$ cat src/rtl/mem_arbiter.sv
// mem_arbiter: shares one single-port memory between I-fetch and D load/store, counting fixed latency.
// Define ARB_RR_EN for round-robin tie breaking; otherwise D always beats I.
module mem_arbiter #(
   parameter int AW      = 16,
   parameter int DW      = 16,
   parameter int MEM_LAT = 2
) (
   input  logic          clk,
   input  logic          reset,
   input  logic          i_req,
   input  logic [AW-1:0] i_addr,
   output logic          i_ack,
   output logic [DW-1:0] i_rdata,
   input  logic          d_req,
   input  logic          d_we,
   input  logic [AW-1:0] d_addr,
   input  logic [DW-1:0] d_wdata,
   output logic          d_ack,
   output logic [DW-1:0] d_rdata,
   output logic          mem_en,
   output logic          mem_we,
   output logic [AW-1:0] mem_addr,
   output logic [DW-1:0] mem_wdata,
   input  logic [DW-1:0] mem_rdata,
   output logic          busy
);
   typedef enum logic [1:0] {IDLE, WAIT, RESP} state_t;
   state_t state, state_n;
   logic [3:0] cnt, cnt_n;
   logic win_d, own_d, own_d_n;
   logic i_ack_n, d_ack_n, mem_en_n, mem_we_n;
   logic [AW-1:0] mem_addr_n;
   logic [DW-1:0] mem_wdata_n, i_rdata_n, d_rdata_n;
`ifdef ARB_RR_EN
   logic last_d;
   assign win_d = d_req & (~i_req | ~last_d);
   always_ff @(posedge clk)
      if (reset) last_d <= 1'b0;
      else if (state == IDLE && (i_req | d_req)) last_d <= win_d;
`else
   assign win_d = d_req;
`endif
   assign busy = state != IDLE;
   always_comb begin
      state_n     = state;
      cnt_n       = cnt;
      own_d_n     = own_d;
      i_ack_n     = 1'b0;
      d_ack_n     = 1'b0;
      mem_en_n    = 1'b0;
      mem_we_n    = mem_we;
      mem_addr_n  = mem_addr;
      mem_wdata_n = mem_wdata;
      i_rdata_n   = i_rdata;
      d_rdata_n   = d_rdata;
      case (state)
         IDLE: if (i_req | d_req) begin
            state_n     = WAIT;
            cnt_n       = 4'(MEM_LAT);
            own_d_n     = win_d;
            mem_en_n    = 1'b1;
            mem_addr_n  = win_d ? d_addr : i_addr;
            mem_we_n    = win_d & d_we;
            mem_wdata_n = win_d ? d_wdata : mem_wdata;
         end
         // count starts once memory has sampled mem_en, so data lands MEM_LAT edges later
         WAIT: begin
            cnt_n = mem_en ? cnt : cnt - 4'd1;
            if (!mem_en && cnt == 4'd1) begin
               state_n   = RESP;
               i_ack_n   = ~own_d;
               d_ack_n   = own_d;
               i_rdata_n = (!own_d && !mem_we) ? mem_rdata : i_rdata;
               d_rdata_n = (own_d && !mem_we) ? mem_rdata : d_rdata;
            end
         end
         RESP: begin
            state_n  = IDLE;
            mem_we_n = 1'b0;
         end
         default: state_n = IDLE;
      endcase
   end
   always_ff @(posedge clk)
      if (reset) begin
         state     <= IDLE;
         cnt       <= 4'd0;
         own_d     <= 1'b0;
         i_ack     <= 1'b0;
         d_ack     <= 1'b0;
         mem_en    <= 1'b0;
         mem_we    <= 1'b0;
         mem_addr  <= '0;
         mem_wdata <= '0;
         i_rdata   <= '0;
         d_rdata   <= '0;
      end else begin
         state     <= state_n;
         cnt       <= cnt_n;
         own_d     <= own_d_n;
         i_ack     <= i_ack_n;
         d_ack     <= d_ack_n;
         mem_en    <= mem_en_n;
         mem_we    <= mem_we_n;
         mem_addr  <= mem_addr_n;
         mem_wdata <= mem_wdata_n;
         i_rdata   <= i_rdata_n;
         d_rdata   <= d_rdata_n;
      end
endmodule

$ cat config.mk
export PLATFORM = sky130hd
export DESIGN_NAME = mem_arbiter
export DESIGN_NICKNAME = d
export VERILOG_FILES = /design/src/rtl/mem_arbiter.sv
export SDC_FILE = /design/constraint.sdc
export NUM_CORES = 1
export LEC_CHECK = 0
export CAP_MARGIN = 20
export CORE_MARGIN = 2
export CORE_UTILIZATION = 41
export DETAILED_ROUTE_END_ITERATION = 8
export PLACE_DENSITY = 0.79
export SLEW_MARGIN = 40
export SYNTH_ARGS = -nofsm -noshare
export SYNTH_HDL_FRONTEND = slang
export SYNTH_SLANG_ARGS = --single-unit
export TNS_END_PERCENT = 5
$ cat constraint.sdc
create_clock -name clk -period 2.11 [get_ports clk]
set_clock_uncertainty 0.2 [all_clocks]
set_input_delay 0.211 -clock clk [delete_from_list [all_inputs] [get_ports clk]]
set_output_delay 0.211 -clock clk [all_outputs]
set_load 0.02 [all_outputs]
# After elaboration in Yosys (flattened, before gate mapping)
# Index checks and enable logic that the tools add are counted.
totals:
  reg_bits: 75
  inputBits: 69
  output_inout_bits: 69
  elab_cells: 53
op_classes:
  addsub: 1
  eq_ne: 6
  muxes: 10
  n_bitwise: 6
  reduce_logical: 19
op_table:
  columns: ["op", "count"]
  rows:
  - ["$mux W16", 1]
  - ["$reduce_and A3 Y1", 4]
  - ["$mux W4", 2]
  - ["$pmux W4 S2", 1]
  - ["$ne A2 B2 Y1 const B", 3]
  - ["$reduce_and A2 Y1", 3]
  - ["$reduce_bool A2 Y1", 3]
  - ["$eq A4 B1 Y1 const B", 1]
  - ["$mux W2", 2]
  - ["$not A1 Y1", 4]
  - ["$pmux W2 S2", 1]
  - ["$sub A4 B1 Y4 const B", 1]
  - ["$logic_and A1 B1 Y1", 3]
  - ["$logic_not A1 Y1", 3]
  - ["$reduce_or A3 Y1", 1]
  - ["$eq A2 B1 Y1 const B", 1]
  - ["$eq A2 B2 Y1 const B", 1]
  - ["$logic_not A2 Y1", 1]
  - ["$mux W1", 2]
  - ["$pmux W1 S2", 1]
  - ["$reduce_or A2 Y1", 1]
  - ["$and A1 B1 Y1", 1]
  - ["$or A1 B1 Y1", 1]

# Longest topological paths before layout
# Gate-level depths: netlist of run 1.
logic_depth:
  depth_word: 4
  mapped_depth: 7
  depth_no_buf: 5

# Worst setup path after synthesis of run 1
# OpenSTA, ideal clock, no wires.
synth_timing:
  path_type: "flip-flop to flip-flop"
  from: "register cnt[0]"
  to: "register i_rdata[1]"
  setup_ps: 132
  t_arrival_ps: 1389
  required_time_ps: 1778
  slack_ps: 389
  path_stages_with_launch: 7
  path_buffers: 2
  synth_period_minus_slack_ps: 1721
  cell_sequence: "dfxtp_1 ha_1 or4b_1 buf_2 buf_6 o21ai_1 a21oi_1"
synth_between:
  elab_chain_len: 3
synth_rtl:
  columns: ["item", "line_no", "text"]
  rows:
  - ["start: declaration", "29", "logic [3:0] cnt, cnt_n;"]
  - ["start signal: assignment", "99", "cnt <= cnt_n;"]
  - ["$eq A4 B1 Y1", "69", "if (!mem_en && cnt == 4'd1) begin"]
  - ["$logic_and A1 B1 Y1", "69", null]
  - ["$reduce_and A3 Y1 (no line)", null, null]
  - ["end signal: assignment", "107", "i_rdata <= i_rdata_n;"]
  - ["end: declaration", "13", "output logic [DW-1:0] i_rdata,"]
# Every way passes these cells.
# A chain may end at the register's enable or synchronous reset.

# Final worst setup path of run 1
layout_timing:
  from: "register mem_we"
  to: "output mem_we"
layout_rtl:
  columns: ["item", "line_no", "text"]
  rows:
  - ["start: declaration", "21", "output logic mem_we,"]
  - ["start signal: assignment", "104", "mem_we <= mem_we_n;"]
# No word-level cell between the ends.

==> results of run 1 <==
==> placed cells by master (no fill, tap or decap), types with 2 or more instances in the layout <==
cell type / instances
nor3_1: 2
clkdlybuf4s50_1: 135
buf_4: 10
nor2_1: 2
o21ai_0: 4
a21o_1: 2
ha_1: 2
dfxtp_1: 74
bufinv_16: 3
a21oi_1: 51
o31ai_1: 2
o2bb2ai_1: 16
or3_1: 3
mux2i_1: 16
o21ai_1: 29
nand2_1: 32
inv_1: 4
nor4b_4: 2
nand3_1: 32
or4_1: 2
clkbuf_8: 10
==> routing by layer <==
layer | up-vias | part of all wire | global-route usage
met4 | 0 | 0.015 | 0.0833
met5 | - | 0 | 0
met3 | 10 | 0.092 | 0.0687
met2 | 129 | 0.48 | 0.345
met1 | 1336 | 0.42 | 0.254
li1 | 1420 | - | -
==> cell families (layout without fill, tap and decap cells) <==
| kind of cell | after synthesis | count (layout) |
|---|---|---|
| fa+ha+maj | 2 | 2 |
| flops | 75 | 75 |
| simple gates | 89 | 89 |
| compound gates | 109 | 109 |
| buf+inv | 33 | 167 |
| mux | 16 | 16 |
==> flip-flops by register name, summed over array words and instances (netlist names) <==
register,count
mem_en,1
mem_addr,16
i_rdata,16
cnt,4
d_ack,1
state,2
i_ack,1
mem_wdata,16
mem_we,1
own_d,1
d_rdata,16
==> worst max path at each step <==
stage	slack [ns]	cells after the start	startpoint	end
3_5_place_dp	0.11	4	d_req	mem_we
4_1_cts	0.02	2	state[0]	busy
6_report	0.19	1	mem_we	mem_we
5_1_grt	0.09	5	cnt[0]	i_rdata[11]
2_1_floorplan	0.39	6	cnt[0]	i_rdata[1]
3_3_place_gp	0.15	4	d_req	mem_we
==> metrics by stage <==
| stage | setup slack [ns] | util |
|---|---|---|
| detailed placement | 0.106 | 0.614 |
| global placement | 0.151 | 0.614 |
| finish | 0.193 | 0.649 |
| floorplan | 0.389 | - |
| global route | 0.0853 | 0.649 |
| CTS | 0.0212 | 0.649 |
==> cell type report <==
cell class	instances	area, um^2
clock buffers	10	138
clock inverters	6	111
fillers	619	2530
inverters	4	15.0
multi-input cells	216	1350
flip-flops and latches	75	1500
well taps	99	124
repair buffers	147	1440
==> timing repair <==
action                     in CTS  in global routing
setup endpoints to repair       1                  1
resized for setup               1                  1
pin swaps                       0                  0
hold buffers                    0                  0
==> power by group through the flow <==
stage | Clock, mW | Combinational (mW) | Sequential, mW
after floorplan | 0 | 0.370 | 1.69
after global placement | 0 | 0.785 | 1.61
after detailed placement | 0 | 0.800 | 1.62
after CTS | 1.37 | 0.805 | 1.58
after global routing | 1.43 | 0.867 | 1.60
final | 1.34 | 0.798 | 1.58
==> results.toml, run 1 <==
[run_status]
outcome = "completed"

[floorplan]
die_h_um = 90.2
coreArea_mm2 = 0.00721
rows = 31
die-area_mm2 = 0.00813
start_util = 0.422
die_x_um = 90.2
io_pins = 138

[clock_tree]
cts_setup_buffers = 0
clk_pin_slew_worst_paths_ns = 0.08
clk_path_buf_depth = 2
clock-sinks = 75
root_buffer = "clkbuf_8"
cts_tree = "yes"
cts_made_buffers = 9
clk_latency_ns = 0.34
cts_max_level = 3

[worst_setup_path]
endpoint_kind = "output pin"
worst_path_max_delay_cell = "clkdlybuf4s50_1"
startpoint_type = "register"
path_class = "reg2out"
path_delay_family = "buffers and inverters"
cp.required_ns = 1.70
slowest_delay_ns = 0.70
arrival_ns = 1.51
cp_max_fo = 6
path_cells = "clkdlybuf4s50_1"
path_buf_inv = 1
r2r_slack_ns = 0.23
reg2reg_depth = 5
r2r_start = "cnt[0]"
r2r-end = "d_rdata[8]"

[pwr]
p_comb_frac = 0.214
p_int_mw = 2.71
clock_power_share = 0.360
pwr_density_cell_mw_per_mm2 = 795
switching_power_mw = 1.01
switching_share = 0.272
power.total_mw = 3.73
p_leak_nw = 1.68
pwr-share-seq = 0.425
irDropWorstVdd_mv = 0.317

[sta]
post-route-min-period_ns = 1.92
setup_total_negative_slack_ns = 0
max_freq_ghz = 0.522
hold_slack_ns = 0.0584
drv_slew = 0
finalHoldViolCount = 0
period_share = 0.908
setup_viol = 0
rsz0062_at_grt = "false"
relSlewSlack = 0.594
worstMarginPinSlew_ns = 0.609

[synth]
yosysTopAreaCell = "dfxtp_1"
synthTopCellsByArea = "dfxtp_1 49%, a21oi_1 8.4%, mux2i_1 5.3%, nand3_1 5.3%, o21ai_1 4.8%"
synth_cell_types = 41
post_synth.cell_area_avg_um2 = 9.40
yosysTopAreaCellShare = 0.493
synth_mux_area_frac = 0.0526
ys_ff_latch = 75
synth_xor_xnor_area_share = 0
synth.most_common_cell = "dfxtp_1"
synthAdderAreaFrac = 0.00822
synth_commonest_cells = "75 x dfxtp_1, 51 x a21oi_1, 32 x nand2_1, 32 x nand3_1, 29 x o21ai_1"
ys_seq_area_frac = 0.493
yosysWarnings = 0
syn_area_mm2 = 0.00304
synth_top_family_by_area = "compound AO/OA/AOI/OAI gates"
synth_compound_area_frac = 0.208
synth_edf_count = 0
synthCells = 324
syn_nets = 395
postSynth.asyncResetShare = 0
synthFlopType = "dfxtp_1"
synth_simple_gate_area_frac = 0.171

[routing]
drtIter0Drc = 79
vias_per_cell = 5.20
vias = 2895
wl_um = 8240
routedWlPerCell_um = 14.8
antenna_left = 0
drt_first_pass_iters = 4
drc = 0

[layout]
layout-drive-gt1-share = 0.0830
diodes = 0
design_area_mm2 = 0.00469
instances_no_fill = 557
area_growth_pct = 53.9
nNetsFinal = 524

[grt]
gr-total-overflow = 0
grt_max_degree = 39
grt_pass1_vias = 2877
global_route.usage.total = 0.210
grt_antenna_before_repair = 0
grt_pass1_wl_um = 13900

[placement]
dp_cells = 541
gp_congestion = 0.779
portBuffers = 137
dp_hpwl_um = 5840
place_area_mm2 = 0.00443

[job]
maxCapViolCount = 0

[min_path]
hold_end = "mem_wdata[7]"
holdPathStages = 2
worstHoldPathType = "in2reg"
hp-start = "reset"
No activity file was read; power rests on OpenSTA's default activity.
==> run 2: changes to the inputs <==
MAX_ROUTING_LAYER = met4   (was not set)
TNS_END_PERCENT = 20   (was 5)
==> results.toml, run 2 (same netlist as run 1, synthesis figures left out) <==
[grt]
global_route.usage.total = 0.216
grt_max_degree = 39
gr-total-overflow = 0
grt_antenna_before_repair = 0
grt_pass1_vias = 2878
grt_pass1_wl_um = 13900

[layout]
layout-drive-gt1-share = 0.0830
diodes = 0
final_common_cell = "clkdlybuf4s50_1"
nNetsFinal = 524
final_cell_mix = "135 x clkdlybuf4s50_1, 74 x dfxtp_1, 51 x a21oi_1"
area_growth_pct = 53.9
nFillCells = 619
instances_no_fill = 557
postLayoutCoreUtil = 0.649

[sta]
drv_slew = 0
post-route-min-period_ns = 1.92
worstMarginPinSlew_ns = 0.603
relSlewSlack = 0.598
period_share = 0.910
setup_total_negative_slack_ns = 0
finalHoldViolCount = 0
setup_viol = 0
rsz0062_at_grt = "false"
max_freq_ghz = 0.521

[worst_setup_path]
r2r_slack_ns = 0.23
path_class = "reg2out"
path_delay_family = "buffers and inverters"
startpoint_type = "register"
path_cells = "clkdlybuf4s50_1"
slowest_delay_ns = 0.70
endpoint_kind = "output pin"
cp.required_ns = 1.70
worst_path_max_delay_cell = "clkdlybuf4s50_1"
cp_max_fo = 6
path_buf_inv = 1
arrival_ns = 1.51

[clock_tree]
cts_max_level = 3
root_buffer = "clkbuf_8"
clk_latency_ns = 0.34
clock-sinks = 75
hold_buffers = 0
clk_path_buf_depth = 2
clk_pin_slew_worst_paths_ns = 0.08
cts_made_buffers = 9
cts_tree = "yes"

[routing]
antenna_left = 0
vias_per_cell = 5.25
drt_first_pass_iters = 4
drc = 0
drtIter0Drc = 86
routedWlPerCell_um = 14.9
wl_um = 8280
vias = 2924

[placement]
dp_hpwl_um = 5840
portBuffers = 137
gp_congestion = 0.789
dp_cells = 541

[min_path]
worstHoldPathType = "in2reg"

[floorplan]
die_x_um = 90.2
rows = 31
die-area_mm2 = 0.00813
start_util = 0.422
die_h_um = 90.2
coreArea_mm2 = 0.00721
io_pins = 138

[pwr]
pwr_density_cell_mw_per_mm2 = 796
irDropWorstVdd_mv = 0.318
p_leak_nw = 1.68
power.total_mw = 3.73

[run_status]
outcome = "completed"

[job]
maxCapViolCount = 0
## run 2: cell counts in the layout (fill, tap and decap cells not counted)
Identical to the previous run, type by type.
## run 2: metal layers
layer / vias up / global-route usage / share of wire
met2: 140 / 0.343 / 0.47
li1: 1419 / - / -
met5: - / - / 0
met3: 10 / 0.0578 / 0.081
met1: 1355 / 0.263 / 0.43
met4: 0 / 0.0833 / 0.015
## run 2: final cells by class
class,count,area (um^2),share of cell area
sequential,75,1500,0.321
inverter,4,15.0,0.00320
multi-input combinational,216,1350,0.288
clock buffer,10,138,0.0294
timing repair buffer,147,1440,0.308
clock inverter,6,111,0.0238
tap,99,124,0.0264
## run 2: power breakdown
part           internal (mW)  switching (mW)  leakage (nW)  total, mW
clock network          0.820           0.527         0.123       1.35
registers               1.51          0.0759         0.612       1.58
logic                  0.385           0.415         0.943      0.800
## run 2: metrics by stage
step | hold slack, ns | cell area, um^2 | setup WS (ns)
CTS | 0.0544 | 4680 | 0.0212
global route | 0.0896 | 4690 | 0.0853
finish | 0.0580 | 4690 | 0.189
detailed placement | 0.249 | 4430 | 0.106
floorplan | 0.137 | 3040 | 0.389
global placement | 0.241 | 4430 | 0.151
## run 2: repair_timing
| item | 4_1_cts | 5_1_grt |
|---|---|---|
| buffers inserted | 0 | 0 |
| gates resized for setup | 1 | 1 |
| endpoints found under the setup margin | 1 | 1 |
| pin swaps | 0 | 0 |
| endpoints found under the hold margin | 0 | 0 |
## run 2: worst paths after layout
check,cells past startpoint,startpoint,end
hold / removal,2,reset,mem_wdata[7]
setup / recovery,1,mem_we,mem_we
hold reg to reg,2,mem_wdata[10],mem_wdata[10]
setup reg to reg,5,cnt[0],d_rdata[8]
